### config.mk
export PLATFORM = sky130hd
export DESIGN_NAME = mem_access_unit
export DESIGN_NICKNAME = d
export VERILOG_FILES = /design/src/rtl/mem_pkg.sv /design/src/rtl/byte_lane_align.sv /design/src/rtl/mem_access_unit.sv
export SDC_FILE = /design/constraint.sdc
export NUM_CORES = 1
export LEC_CHECK = 0
export CAP_MARGIN = 20
export CORE_MARGIN = 1.5
export CORE_UTILIZATION = 40
export DETAILED_ROUTE_END_ITERATION = 8
export PLACE_DENSITY = 0.79
export SYNTH_ARGS = -nofsm -noshare
export SYNTH_HDL_FRONTEND = slang
export SYNTH_HIERARCHICAL = 1
export SYNTH_SLANG_ARGS = --single-unit
export TNS_END_PERCENT = 20
### constraint.sdc
create_clock -name clk -period 14.9 [get_ports clk]
set_input_delay 4.47 -clock clk [delete_from_list [all_inputs] [get_ports clk]]
set_output_delay 4.47 -clock clk [all_outputs]
set_load 0.05 [all_outputs]
### src/rtl/mem_pkg.sv
// Shared op encodings, FSM states and lane helpers for the MEM-stage access unit.
package mem_pkg;

  localparam int WORD_AW_DEF = 8;

  localparam logic [2:0] OP_LW  = 3'd0;
  localparam logic [2:0] OP_LH  = 3'd1;
  localparam logic [2:0] OP_LHU = 3'd2;
  localparam logic [2:0] OP_LB  = 3'd3;
  localparam logic [2:0] OP_LBU = 3'd4;
  localparam logic [2:0] OP_SW  = 3'd5;
  localparam logic [2:0] OP_SH  = 3'd6;
  localparam logic [2:0] OP_SB  = 3'd7;

  localparam logic [31:0] BYTE_LANE_MASK = 32'h0000_00FF;
  localparam logic [31:0] HALF_LANE_MASK = 32'h0000_FFFF;

  typedef enum logic [1:0] {
    ST_IDLE   = 2'd0,
    ST_ACCESS = 2'd1,
    ST_MERGE  = 2'd2
  } state_e;

  typedef struct packed {
    logic [2:0]  op;
    logic [31:0] addr;
    logic [31:0] wdata;
    logic [4:0]  rd;
  } req_t;

  function automatic logic is_load(input logic [2:0] op);
    return op <= OP_LBU;
  endfunction

  function automatic logic is_rmw(input logic [2:0] op);
    return (op == OP_SH) || (op == OP_SB);
  endfunction

  function automatic logic is_misaligned(input logic [2:0] op, input logic [1:0] off);
    case (op)
      OP_LW, OP_SW:         return off != 2'b00;
      OP_LH, OP_LHU, OP_SH: return off[0];
      default:              return 1'b0;
    endcase
  endfunction

endpackage

### src/rtl/byte_lane_align.sv
// Combinational lane logic: load extraction/extension and sub-word store merge.
module byte_lane_align
  import mem_pkg::*;
(
  input  logic [31:0] word_i,
  input  logic [31:0] wdata_i,
  input  logic [1:0]  off_i,
  input  logic [2:0]  op_i,
  output logic [31:0] load_o,
  output logic [31:0] merge_o
);

  logic [4:0]  sh;
  logic [31:0] lane;
  logic [31:0] ins_mask;

  assign sh   = {off_i, 3'b000};
  assign lane = word_i >> sh;

  always_comb begin
    load_o = word_i;
    case (op_i)
      OP_LH:   load_o = {{16{lane[15]}}, lane[15:0]};
      OP_LHU:  load_o = lane & HALF_LANE_MASK;
      OP_LB:   load_o = {{24{lane[7]}}, lane[7:0]};
      OP_LBU:  load_o = lane & BYTE_LANE_MASK;
      default: load_o = word_i;
    endcase
  end

  assign ins_mask = ((op_i == OP_SH) ? HALF_LANE_MASK : BYTE_LANE_MASK) << sh;
  assign merge_o  = (word_i & ~ins_mask) | ((wdata_i << sh) & ins_mask);

endmodule

### src/rtl/mem_access_unit.sv
// MEM-stage controller: byte-addressed loads/stores onto word memory, RMW for SB/SH.
// Load result two edges after acceptance; ex_ready drops during the SB/SH read/merge.
module mem_access_unit
  import mem_pkg::*;
#(
  parameter int WORD_AW = WORD_AW_DEF,
  parameter int DATA_W  = 32
) (
  input  logic              clk,
  input  logic              rst,
  input  logic              ex_valid,
  output logic              ex_ready,
  input  logic [2:0]        ex_op,
  input  logic [31:0]       ex_addr,
  input  logic [DATA_W-1:0] ex_wdata,
  input  logic [4:0]        ex_rd,
  output logic              ReadMem,
  output logic              WriteMem,
  output logic [31:0]       Addr,
  output logic [DATA_W-1:0] wData,
  input  logic [DATA_W-1:0] rData,
  output logic              wb_valid,
  output logic [DATA_W-1:0] wb_data,
  output logic [4:0]        wb_rd,
  output logic              misalign_err
);

  state_e            state_q, state_d;
  req_t              req_q;
  logic [DATA_W-1:0] mbuf_q, wb_data_q;
  logic [4:0]        wb_rd_q;
  logic              wb_valid_q, mis_q;
  logic              accept, mis_now, take;
  logic [DATA_W-1:0] align_word, load_val, merge_val;
  logic              unused_addr_hi;

  assign ex_ready = (state_q == ST_IDLE) || ((state_q == ST_ACCESS) && !is_rmw(req_q.op));
  assign accept   = ex_valid && ex_ready;
  assign mis_now  = is_misaligned(ex_op, ex_addr[1:0]);
  assign take     = accept && !mis_now;

  // Bits above the word index wrap away.
  assign unused_addr_hi = ^req_q.addr[31:WORD_AW+2];

  always_ff @(posedge clk or posedge rst) begin
    if (rst) state_q <= ST_IDLE;
    else     state_q <= state_d;
  end

  always_comb begin
    state_d = ST_IDLE;
    case (state_q)
      ST_IDLE:   state_d = take ? ST_ACCESS : ST_IDLE;
      ST_ACCESS: state_d = is_rmw(req_q.op) ? ST_MERGE : (take ? ST_ACCESS : ST_IDLE);
      default:   state_d = ST_IDLE;
    endcase
  end

  always_comb begin
    ReadMem  = 1'b0;
    WriteMem = 1'b0;
    Addr     = '0;
    wData    = '0;
    if (state_q == ST_ACCESS) begin
      ReadMem  = (req_q.op != OP_SW);
      WriteMem = (req_q.op == OP_SW);
      wData    = (req_q.op == OP_SW) ? req_q.wdata : '0;
    end else if (state_q == ST_MERGE) begin
      WriteMem = 1'b1;
      wData    = merge_val;
    end
    if (ReadMem || WriteMem) Addr = {{(32-WORD_AW){1'b0}}, req_q.addr[WORD_AW+1:2]};
  end

  // The lane unit sees live read data for loads and the buffered word while merging.
  assign align_word = (state_q == ST_MERGE) ? mbuf_q : rData;

  byte_lane_align u_align (
    .word_i  (align_word),
    .wdata_i (req_q.wdata),
    .off_i   (req_q.addr[1:0]),
    .op_i    (req_q.op),
    .load_o  (load_val),
    .merge_o (merge_val)
  );

  always_ff @(posedge clk or posedge rst) begin
    if (rst) begin
      req_q      <= '0;
      mbuf_q     <= '0;
      wb_valid_q <= 1'b0;
      wb_data_q  <= '0;
      wb_rd_q    <= '0;
      mis_q      <= 1'b0;
    end else begin
      mis_q      <= accept && mis_now;
      wb_valid_q <= 1'b0;
      if (take) req_q <= '{op: ex_op, addr: ex_addr, wdata: ex_wdata, rd: ex_rd};
      if ((state_q == ST_ACCESS) && is_load(req_q.op)) begin
        wb_valid_q <= 1'b1;
        wb_data_q  <= load_val;
        wb_rd_q    <= req_q.rd;
      end
      if ((state_q == ST_ACCESS) && is_rmw(req_q.op)) mbuf_q <= rData;
    end
  end

  assign wb_valid     = wb_valid_q;
  assign wb_data      = wb_data_q;
  assign wb_rd        = wb_rd_q;
  assign misalign_err = mis_q;

endmodule

==> results of run 1 <==
cells by family after synthesis:
kind of cell	Yosys count
AOI/OAI and AO/OA	101
muxes	169
other	1
and+or+nand+nor	152
buffers and inverters	91
xor gates and xnor gates	1
adders and majority gates	8
DFF	123
final cells by class:
cell class              instances  area, um^2
fillers                      1551        8370
multi-input cells             455        3860
flip-flops and latches        123        3080
repair buffers                175        1730
clock buffers                  19         453
well taps                     229         287
clock inverters                13         168
inverters                      21        81.3
routing by layer:
layer | GRT usage [%] | routed length (um)
met5 | 0 | 0
met4 | 8.72 | 634
met3 | 7.73 | 1900
met2 | 36.0 | 10300
met1 | 27.7 | 8380
Yosys cell counts, types with 2 or more instances:
library cell | number | area [um^2]
or2_2 | 2 | 12.5
and2_1 | 11 | 68.8
o22ai_1 | 5 | 31.3
a21oi_1 | 6 | 30.0
mux2i_1 | 8 | 80.1
a22oi_1 | 7 | 52.6
o21a_1 | 3 | 22.5
o221a_2 | 2 | 22.5
o2bb2ai_1 | 10 | 87.6
a211oi_1 | 8 | 60.1
dfrtp_1 | 123 | 3080
o32ai_1 | 5 | 43.8
a221o_1 | 3 | 30.0
nand2b_1 | 5 | 31.3
nand4_1 | 7 | 43.8
buf_6 | 10 | 113
nand2_1 | 101 | 379
mux2_4 | 49 | 736
a22o_1 | 32 | 280
buf_2 | 19 | 95.1
nor2_1 | 12 | 45.0
nor2b_1 | 4 | 25.0
clkbuf_1 | 14 | 52.6
buf_4 | 25 | 188
o221a_1 | 5 | 56.3
mux2_2 | 111 | 1250
maj3_1 | 8 | 80.1
a41oi_1 | 7 | 61.3
inv_1 | 20 | 75.1
state kept, by name (all words and copies together) (netlist names):
register	cells
mbuf_q	32
misalign_err	1
req_q	50
state_q	2
wb_data	32
wb_rd	5
wb_valid	1
worst paths after layout:
kind | start | endpoint | slack, ns
worst max-delay path | rData[21] | wData[21] | 3.86
max in group asynchronous | rst | mbuf_q[25] | 9.01
min in group asynchronous | rst | req_q[3] | 4.47
worst min register to register | wb_data[19] | wb_data[19] | 0.50
worst min-delay path | wb_data[19] | wb_data[19] | 0.50
worst max register to register | state_q[1] | wb_data[16] | 11.86
power by group:
group	leakage, nW	switching, mW	internal, mW
logic	2.48	0.490	0.376
registers	1.45	0.106	0.466
clock network	0.300	0.159	0.273
total	4.23	0.756	1.11
==> results.yml, run 1 <==
yosys:
  syn_area_mm2: 0.00738
  yosysWarnings: 6
  synth_fa_ha_area_share_pct: 1.09
  synth_mux_area_share_pct: 28.3
  seq_area_frac_synth_pct: 41.7
  syn-instance-count: 646
  synth_edf_count: 0
  synth_top_family_by_area: "multiplexers"
  synth_compound_area_share_pct: 12.0
  syn_area_per_cell_um2: 11.4
  synthArstFlopShare_pct: 100
  ys_types: 53
  dominantRegCellSynth: "dfrtp_1"
  synthXorXnorAreaFrac_pct: 0.119
  ys_seq_elements: 123
  synth-simple-area-share_pct: 9.43
final_layout:
  layout_commonest_cell: "clkdlybuf4s50_1"
  layout_common_cells: "clkdlybuf4s50_1 (166), dfrtp_1 (123), mux2_2 (111)"
  fin_util_pct: 53.6
  drive_gt1_share_pct: 27.0
  antenna_cells: 0
  area_growth_pct: 30.9
  nets: 900
  instances_no_fill: 1035
  finalInstanceArea_mm2: 0.00966
floorplan:
  die_w_um: 139
  start_util_pct: 40.9
  core_mm2: 0.0180
  die_h_um: 139
  rows: 49
  die_area_mm2: 0.0193
  ios: 213
global_routing:
  grt_pass1_vias: 5731
  grt_max_degree: 77
  grt_pass1_wl_um: 33000
  overflow: 0
  grt_antenna_before_repair: 0
  grt_usage_pct: 22.4
detailed_routing:
  wire_per_inst_um: 20.5
  drcViolationCount: 0
  drt_iter0_drc: 409
  vias: 5638
  final_antenna_net_count: 0
  routed_via_density: 5.45
  routed_wl_um: 21200
  firstDrtPassIters: 6
place:
  dpl_cell_area_mm2: 0.00904
  gp_congestion: 0.918
  dpl.cell_count: 1003
  io_buffer_count: 166
  dp_hpwl_um: 15300
  pre_cts_ws_ns: 3.88
setup_path:
  reg2reg_depth: 8
  start_kind: "primary input"
  crit_chain: "clkdlybuf4s50_1 -> nand2_1 -> nand2_1 -> a221o_1 -> a22o_1 -> clkdlybuf4s50_1"
  endpoint_kind: "output pin"
  cp_top_family: "buffers and inverters"
  crit_path_max_incr_delay_ns: 0.70
  required_ns: 10.43
  worstSetupPathType: "in2out"
  cp.depth: 6
  cp_slowest_cell: "clkdlybuf4s50_1"
  path_buf_inv: 2
  worstPathArrival_ns: 6.57
  cp_max_fo: 4
clocking:
  cts_setup_buffers: 0
  ctsHoldBuffers: 0
  htreeDepth: 4
  cts_tree: "done"
  clock-sinks: 123
  clk_latency_ns: 0.43
  numCtsBuffers: 17
  cts_buffer_depth: 2
  clk_pin_slew_worst_paths_ns: 0.05
  cts_resized: 0
  root_buffer: "clkbuf_16"
min_path:
  hp-class: "reg2reg"
  whs_path_depth: 1
pwr:
  peakVddDrop_mv: 0.158
  p_total_mw: 1.87
  powerDensity_mw_per_mm2: 194
  leakagePower_nw: 4.23
sta:
  hold_slack_ns: 0.502
  fmax_mhz: 90.6
  hold_viol_final: 0
  grt_setup_unrepaired: "no"
  final.min_clock_period_ns: 11.04
  fin_crit_sh_pct: 74.1
  slew_headroom_pct: 31.1
  setup_violations: 0
  maxSlewViolCount: 0
  finalSetupTns_ns: 0
  worst_slew_pin_slew_ns: 1.03
  setup_ws_ns: 3.86
  clock_skew_ns: 0.0110
run:
  cap_violations: 0
status:
  status: "completed"
Power figures use the tool's default switching activity.
==> inputs of run 2 (changes only) <==
Clock period 14.9 ns to 11.12 ns, I/O delays scaled along.
==> results.yml, run 2 (synthesized netlist as in run 1, its figures left out) <==
status:
  status: "completed"
pwr:
  peakVddDrop_mv: 0.176
  powerDensity_mw_per_mm2: 258
  p_total_mw: 2.49
  leakagePower_nw: 4.22
floorplan:
  die_w_um: 139
  start_util_pct: 40.9
  rows: 49
  ios: 213
  die_h_um: 139
  die_area_mm2: 0.0193
  core_mm2: 0.0180
setup_path:
  r2r_start: "state_q[1]"
  cp_max_fo: 4
  worstSetupPathType: "in2out"
  endpoint_kind: "output pin"
  required_ns: 7.78
  critPathLaunch: "rData[21]"
  start_kind: "primary input"
  worstPathArrival_ns: 5.40
final_layout:
  fin_util_pct: 53.5
  nets: 900
  nFillCells: 1578
  antenna_cells: 0
  top_register: "req_q"
  largest_reg_flops: 50
  drive_gt1_share_pct: 26.8
  layout_common_cells: "clkdlybuf4s50_1 (166), dfrtp_1 (123), mux2_2 (111)"
  area_growth_pct: 30.8
  layout_commonest_cell: "clkdlybuf4s50_1"
clocking:
  cts_resized: 0
  cts_tree: "done"
  clk_pin_slew_worst_paths_ns: 0.05
  htreeDepth: 4
  clk_latency_ns: 0.42
  numCtsBuffers: 17
  clock-sinks: 123
  cts_setup_buffers: 0
  ctsHoldBuffers: 0
  cts_buffer_depth: 2
  root_buffer: "clkbuf_16"
global_routing:
  grt_max_degree: 75
  grt_pass1_vias: 5622
  overflow: 0
  grt_pass1_wl_um: 32700
  grt_usage_pct: 22.0
  grt_antenna_before_repair: 0
run:
  cap_violations: 0
detailed_routing:
  final_antenna_net_count: 0
  drt_iter0_drc: 466
  routed_wl_um: 20800
  firstDrtPassIters: 5
  drcViolationCount: 0
  wire_per_inst_um: 20.1
  routed_via_density: 5.47
  vias: 5658
place:
  dp_hpwl_um: 15200
  gp_congestion: 0.926
  io_buffer_count: 166
sta:
  clock_skew_ns: 0.00687
  final.min_clock_period_ns: 8.73
  hold_viol_final: 0
  setup_violations: 0
  fin_crit_sh_pct: 78.5
  maxSlewViolCount: 0
  fmax_mhz: 115
  grt_setup_unrepaired: "no"
  worst_slew_pin_slew_ns: 1.02
  slew_headroom_pct: 31.6
  finalSetupTns_ns: 0
min_path:
  hp-class: "reg2reg"
  worstHoldStart: "wb_data[26]"
-- run 2: cell count changes in the layout (fill, tap and decap cells not counted), sizes merged --
cell,before,now
clkbuf,19,21
clkinv,7,3
clkinvlp,2,3
-- run 2: power breakdown --
part           leakage, nW  switching (mW)  internal, mW  total (mW)
combinational         2.48           0.657         0.504        1.16
sequential            1.45           0.139         0.625       0.764
clock                0.292           0.200         0.369       0.568
total                 4.22           0.996          1.50        2.49
-- run 2: path summary, 6_finish.rpt --
path,endpoint,slack (ns),depth (start not counted)
setup / recovery,wData[21],2.39,6
hold / removal,wb_data[26],0.50,1
setup reg to reg,wb_data[20],8.13,8
hold reg to reg,wb_data[26],0.50,1
max in group asynchronous,req_q[16],6.36,3
min in group asynchronous,state_q[0],3.36,2
-- run 2: per-stage QoR --
| step | std cells | hold slack [ns] | setup WS, ns | cell area, um^2 |
|---|---|---|---|---|
| after detailed placement | 1003 | 0.486 | 2.38 | 9040 |
| after global routing | 1034 | 0.510 | 2.35 | 9650 |
| after CTS | 1034 | 0.504 | 2.39 | 9650 |
| after global placement | 1003 | 0.487 | 2.39 | 9040 |
| final | 1034 | 0.502 | 2.39 | 9650 |
| after floorplan | 669 | 0.473 | 3.62 | 7460 |
-- run 2: worst max-delay path: stages --
cell and delay [ns]:
clkdlybuf4s50_1 0.45, nand2_1 0.08, nand2_1 0.19, a221o_1 0.42, a22o_1 0.22, clkdlybuf4s50_1 0.70
-- run 2: layout make-up --
| class | count | area [um^2] | area share [%] |
|---|---|---|---|
| Clock buffer | 21 | 470 | 4.88 |
| Clock inverter | 10 | 140 | 1.45 |
| Inverter | 21 | 81.3 | 0.843 |
| Multi-Input combinational cell | 455 | 3860 | 40.0 |
| Sequential cell | 123 | 3080 | 31.9 |
| Tap cell | 229 | 287 | 2.97 |
| Timing Repair Buffer | 175 | 1730 | 17.9 |
-- run 2: layer usage --
layer / up-vias / wire length, um / global-route usage [%]
met1: 2742 / 8400 / 27.7
met3: 55 / 1880 / 6.98
met4: 0 / 721 / 9.92
met5: - / 0 / 0
met2: 273 / 9830 / 34.8
li1: 2588 / - / -
